==> config.mk <==
export PLATFORM = sky130hd
export DESIGN_NAME = sub_bytes_seq
export DESIGN_NICKNAME = d
export VERILOG_FILES = /design/src/rtl/sub_bytes_seq.sv
export SDC_FILE = /design/constraint.sdc
export NUM_CORES = 2
export LEC_CHECK = 0
export BUFFER_PORTS_ARGS = -buffer_cell sky130_fd_sc_hd__buf_2
export CAP_MARGIN = 0
export CORE_MARGIN = 3
export CORE_UTILIZATION = 65
export CTS_CLUSTER_DIAMETER = 30
export DETAILED_ROUTE_END_ITERATION = 16
export PLACE_DENSITY = 0.83
export SLEW_MARGIN = 5
export SYNTH_ARGS = -nofsm -noshare
export SYNTH_HDL_FRONTEND = slang
export SYNTH_SLANG_ARGS = --single-unit
==> constraint.sdc <==
create_clock -name clk -period 37.6 [get_ports clk]
set_input_delay 5.64 -clock clk [delete_from_list [all_inputs] [get_ports clk]]
set_output_delay 5.64 -clock clk [all_outputs]
set_load 0.02 [all_outputs]
==> src/rtl/sub_bytes_seq.sv <==
`default_nettype none
// ============================================================================
// Module   : aes_sbox / sub_bytes_seq
// Purpose  : Iterative AES SubBytes stage. BYTES_PER_CYCLE S-box copies are
//            time-multiplexed over the 128-bit state.
// Revision : 1.0
// ============================================================================

module aes_sbox (
  input  logic [7:0] i_byte,
  output logic [7:0] o_byte
);

  function automatic logic [7:0] gf_mul(input logic [7:0] a, input logic [7:0] b);
    logic [7:0] p;
    logic [7:0] aa;
    p  = 8'h00;
    aa = a;
    for (int i = 0; i < 8; i++) begin
      if (b[i]) p = p ^ aa;
      aa = {aa[6:0], 1'b0} ^ (aa[7] ? 8'h1b : 8'h00);
    end
    return p;
  endfunction

  // Multiplicative inverse as a^254; maps 0 to 0 as the S-box requires.
  function automatic logic [7:0] gf_inv(input logic [7:0] a);
    logic [7:0] sq;
    logic [7:0] acc;
    sq  = a;
    acc = 8'h01;
    for (int k = 1; k < 8; k++) begin
      sq  = gf_mul(sq, sq);
      acc = gf_mul(acc, sq);
    end
    return acc;
  endfunction

  logic [7:0] w_inv;

  always_comb begin
    w_inv  = gf_inv(i_byte);
    o_byte = w_inv
           ^ {w_inv[6:0], w_inv[7]}
           ^ {w_inv[5:0], w_inv[7:6]}
           ^ {w_inv[4:0], w_inv[7:5]}
           ^ {w_inv[3:0], w_inv[7:4]}
           ^ 8'h63;
  end

endmodule

module sub_bytes_seq #(
  parameter int BYTES_PER_CYCLE = 4
) (
  input  logic         clk,
  input  logic         rst,
  input  logic         in_valid,
  output logic         in_ready,
  input  logic [127:0] in_state,
  output logic         out_valid,
  input  logic         out_ready,
  output logic [127:0] out_state,
  output logic         busy
);

  localparam int N_CHUNKS = 16 / BYTES_PER_CYCLE;
  localparam int CNT_W    = (N_CHUNKS > 1) ? $clog2(N_CHUNKS) : 1;
  localparam logic [CNT_W-1:0] CNT_LAST = CNT_W'(N_CHUNKS - 1);

  if (!(BYTES_PER_CYCLE == 1 || BYTES_PER_CYCLE == 2 || BYTES_PER_CYCLE == 4 ||
        BYTES_PER_CYCLE == 8 || BYTES_PER_CYCLE == 16)) begin : g_bad_bytes_per_cycle
    $error("sub_bytes_seq: BYTES_PER_CYCLE must be 1, 2, 4, 8 or 16");
  end

  typedef enum logic [1:0] {
    ST_IDLE = 2'd0,
    ST_SUB  = 2'd1,
    ST_DONE = 2'd2
  } state_e;

  state_e             state_q, state_d;
  logic [127:0]       work_q,  work_d;
  logic [CNT_W-1:0]   cnt_q,   cnt_d;

  logic [3:0]         w_idx    [BYTES_PER_CYCLE];
  logic [7:0]         w_sb_in  [BYTES_PER_CYCLE];
  logic [7:0]         w_sb_out [BYTES_PER_CYCLE];

  // Byte i sits at bits [127-8i -: 8]; its low bit offset is {~i, 3'b000}.
  for (genvar b = 0; b < BYTES_PER_CYCLE; b++) begin : g_sbox
    assign w_idx[b]   = 4'(cnt_q) * 4'(BYTES_PER_CYCLE) + 4'(b);
    assign w_sb_in[b] = work_q[{~w_idx[b], 3'b000} +: 8];
    aes_sbox u_sbox (
      .i_byte (w_sb_in[b]),
      .o_byte (w_sb_out[b])
    );
  end

  always_comb begin
    state_d = state_q;
    work_d  = work_q;
    cnt_d   = cnt_q;
    unique case (state_q)
      ST_IDLE: begin
        if (in_valid) begin
          work_d  = in_state;
          cnt_d   = '0;
          state_d = ST_SUB;
        end
      end
      ST_SUB: begin
        for (int b = 0; b < BYTES_PER_CYCLE; b++) begin
          work_d[{~w_idx[b], 3'b000} +: 8] = w_sb_out[b];
        end
        if (cnt_q == CNT_LAST) begin
          cnt_d   = '0;
          state_d = ST_DONE;
        end else begin
          cnt_d = cnt_q + 1'b1;
        end
      end
      ST_DONE: begin
        if (out_ready) state_d = ST_IDLE;
      end
      default: state_d = ST_IDLE;
    endcase
  end

  always_ff @(posedge clk) begin
    if (rst) begin
      state_q <= ST_IDLE;
      work_q  <= '0;
      cnt_q   <= '0;
    end else begin
      state_q <= state_d;
      work_q  <= work_d;
      cnt_q   <= cnt_d;
    end
  end

  assign in_ready  = (state_q == ST_IDLE);
  assign out_valid = (state_q == ST_DONE);
  assign busy      = (state_q == ST_SUB) || (state_q == ST_DONE);
  assign out_state = work_q;

endmodule

`default_nettype wire

==> out/metrics.csv <==
metric;value;unit
top post-synthesis cells by area;xnor2_1 (19%), xnor3_1 (15%), nor2_1 (7.2%), xor2_1 (5.5%), nand2_1 (5.4%);
Max-Slew Margin vs Limit;13.08;%
reg2reg setup slack;17.46;ns
Post-Syn Area;63700;sq um
maxcap violations;0;
Critical Path RT;37.98;ns
Yosys Warn Count;0;
Hold Path Class;register to register;
Final nets;8349;
global-route usage over all layers;38.42;%
Rows;114;
launch point of the worst hold path;out_state[122];
Worst Hold End;out_state[122];
asr flop ratio synth;0;%
final core utilization;68.87;%
Worst Skew;0.01844;ns
commonest cells in the synthesized netlist;xnor2_1 (1377), nor2_1 (1221), nand2_1 (909);
Reg2Reg Depth;51;
DR WL/cell;21.78;um
top-count cell post-synth;xnor2_1;
drt total wl;206.8;mm
core box area;96990;sq um
CTS sink cnt;132;
mean post-synth cell area;7.694;sq um
htree depth;4;
final hold slack;0.4724;ns
Post-Syn Instances;8279;
vias per inst;6.664;
CTS Buf Count;17;
design area;66800;sq um
Final Hold Viols;0;
Root Driver;clkbuf_16;
register area share after synthesis;4.148;%
area share of the largest cell type after synthesis;18.93;%
Initial Utilization;65.68;%
Fmax achieved;0.04965;GHz
Post-DP HPWL;150.8;mm
DR DRC count;0;
most used cell, CP;xnor2_1;
Final Max Slew Viols;0;
end of the worst register-to-register path;out_state[16];
Fin Setup TNS;0;ns
via count;63270;
TritonRoute pass-1 iters;9;
CP Max Fanout;33;
status;completed;
fraction of layout cells with a size suffix above 1;11.57;%
Die X-Extent;319.1;um
clk buf depth;2;
initial antenna violation count;20;
largest net degree at the start of global routing;91;
Tmin final;20.14;ns
Post-synth EDFFs;0;
worst r2r src;cnt_q[1];
Top FF cell, synth;dfxtp_1;
die area;101800;sq um
first-pass GRT wire length;321.1;mm
# resized after CTS;0;
DRT antenna net count;0;
critical path class;register to register;
initial DRC count;8759;
CTS tree;done;
Area Overhead vs Synth;4.857;%
crit path launch type;register;
vias in the first global route;57930;
top cell type by total area after synthesis;xnor2_1;
Netlist cell types;129;
RSZ-0062 raised after global routing;no;
slowest cell on the critical path;xnor3_1;
# port buffers;262;
CP peak stage delay;1.08;ns
Hold Crit Depth;2;
gr ovfl total;0;
Post-CTS Setup Inserts;0;
clock-pin slew on the worst setup and hold paths;0.08;ns
IO Count;263;
Tcrit/Tclk final;53.57;%
syn nets;8437;
Die H;319.1;um
#FFs+latches synth;132;
clk_lat worst skew;0.47;ns
final setup violating endpoints;0;
routability congestion estimate;1.013;
crit path capture type;register;
Critical Path AT;20.52;ns
Worst Tran Pin Value;1.293;ns
CTS Hold Buffers Added;0;
DP Area;66160;sq um
## worst max-delay path by stage
stage | startpoint | endpoint | cells past startpoint
after global placement | cnt_q[1] | out_state[48] | 51
after detailed placement | cnt_q[1] | out_state[48] | 51
after global routing | cnt_q[1] | out_state[16] | 51
after CTS | cnt_q[1] | out_state[16] | 51
after floorplan | cnt_q[1] | out_state[38] | 63
final | cnt_q[1] | out_state[16] | 51
## through the flow
| step | cells | worst slack, ns |
|---|---|---|
| after floorplan | 8279 | 21.23 |
| after global placement | 9448 | 18.41 |
| after detailed placement | 9448 | 18.06 |
| after CTS | 9480 | 17.93 |
| after global routing | 9489 | 16.36 |
| final | 9495 | 17.46 |
## cells by family (layout without fill, tap and decap cells)
logic type	Yosys count	in the layout	share of synthesized area [%]
AOI/OAI and AO/OA	1752	1752	18.26
muxes	266	266	4.930
DFF	132	132	4.148
and+or+nand+nor	2965	2965	20.22
other	0	15	0
xor gates and xnor gates	2443	2443	47.07
buffers and inverters	689	614	4.769
adders and majority gates	32	32	0.6050
## metal layers
| layer | GRT usage [%] | vias to the layer above | part of all wire, % |
|---|---|---|---|
| met5 | 0 | - | 0.011 |
| met3 | 9.697 | 706 | 13 |
| met1 | 50.58 | 29710 | 38 |
| li1 | - | 28580 | - |
| met2 | 60.23 | 4267 | 44 |
| met4 | 15.98 | 4 | 4.5 |
## flip-flops by register name, summed over array words and instances (netlist names)
| signal | count |
|---|---|
| cnt_q | 2 |
| out_state | 128 |
| state_q | 2 |
## area by class of cell
type                       instances  area, sq um
tap                             1276         1597
inverter                          96        362.8
fill                            7967        30200
clock buffer                      18        429.2
multi-input combinational       7458        58560
antenna                           15        37.54
clock inverter                    14        168.9
timing repair buffer             486         2995
sequential                       132         2648
## cell usage in the layout, fill, tap and decap left out, types with 192 or more instances in the layout
cell and count:
buf_4 225, nor2_1 1221, buf_2 261, nor3_1 245, o21ai_0 264, nand2_1 908
xnor2_1 1330, xor2_1 393, mux2i_1 192, xnor3_1 414, a21oi_1 543
## critical path, delay by kind of cell, from the launching register on
kind	cells	cell delay (ns)
XOR/XNOR	28	12.94
buffers and inverters	7	2.57
adder cells (fa/ha/maj)	2	1.15
AO/OA/AOI/OAI	5	1.06
multiplexers	2	0.99
AND/OR/NAND/NOR	7	0.76
flip-flops	1	0.48
Power is not shown: default switching activity piles up to over one toggle a cycle in this logic, so the estimate is an artifact.
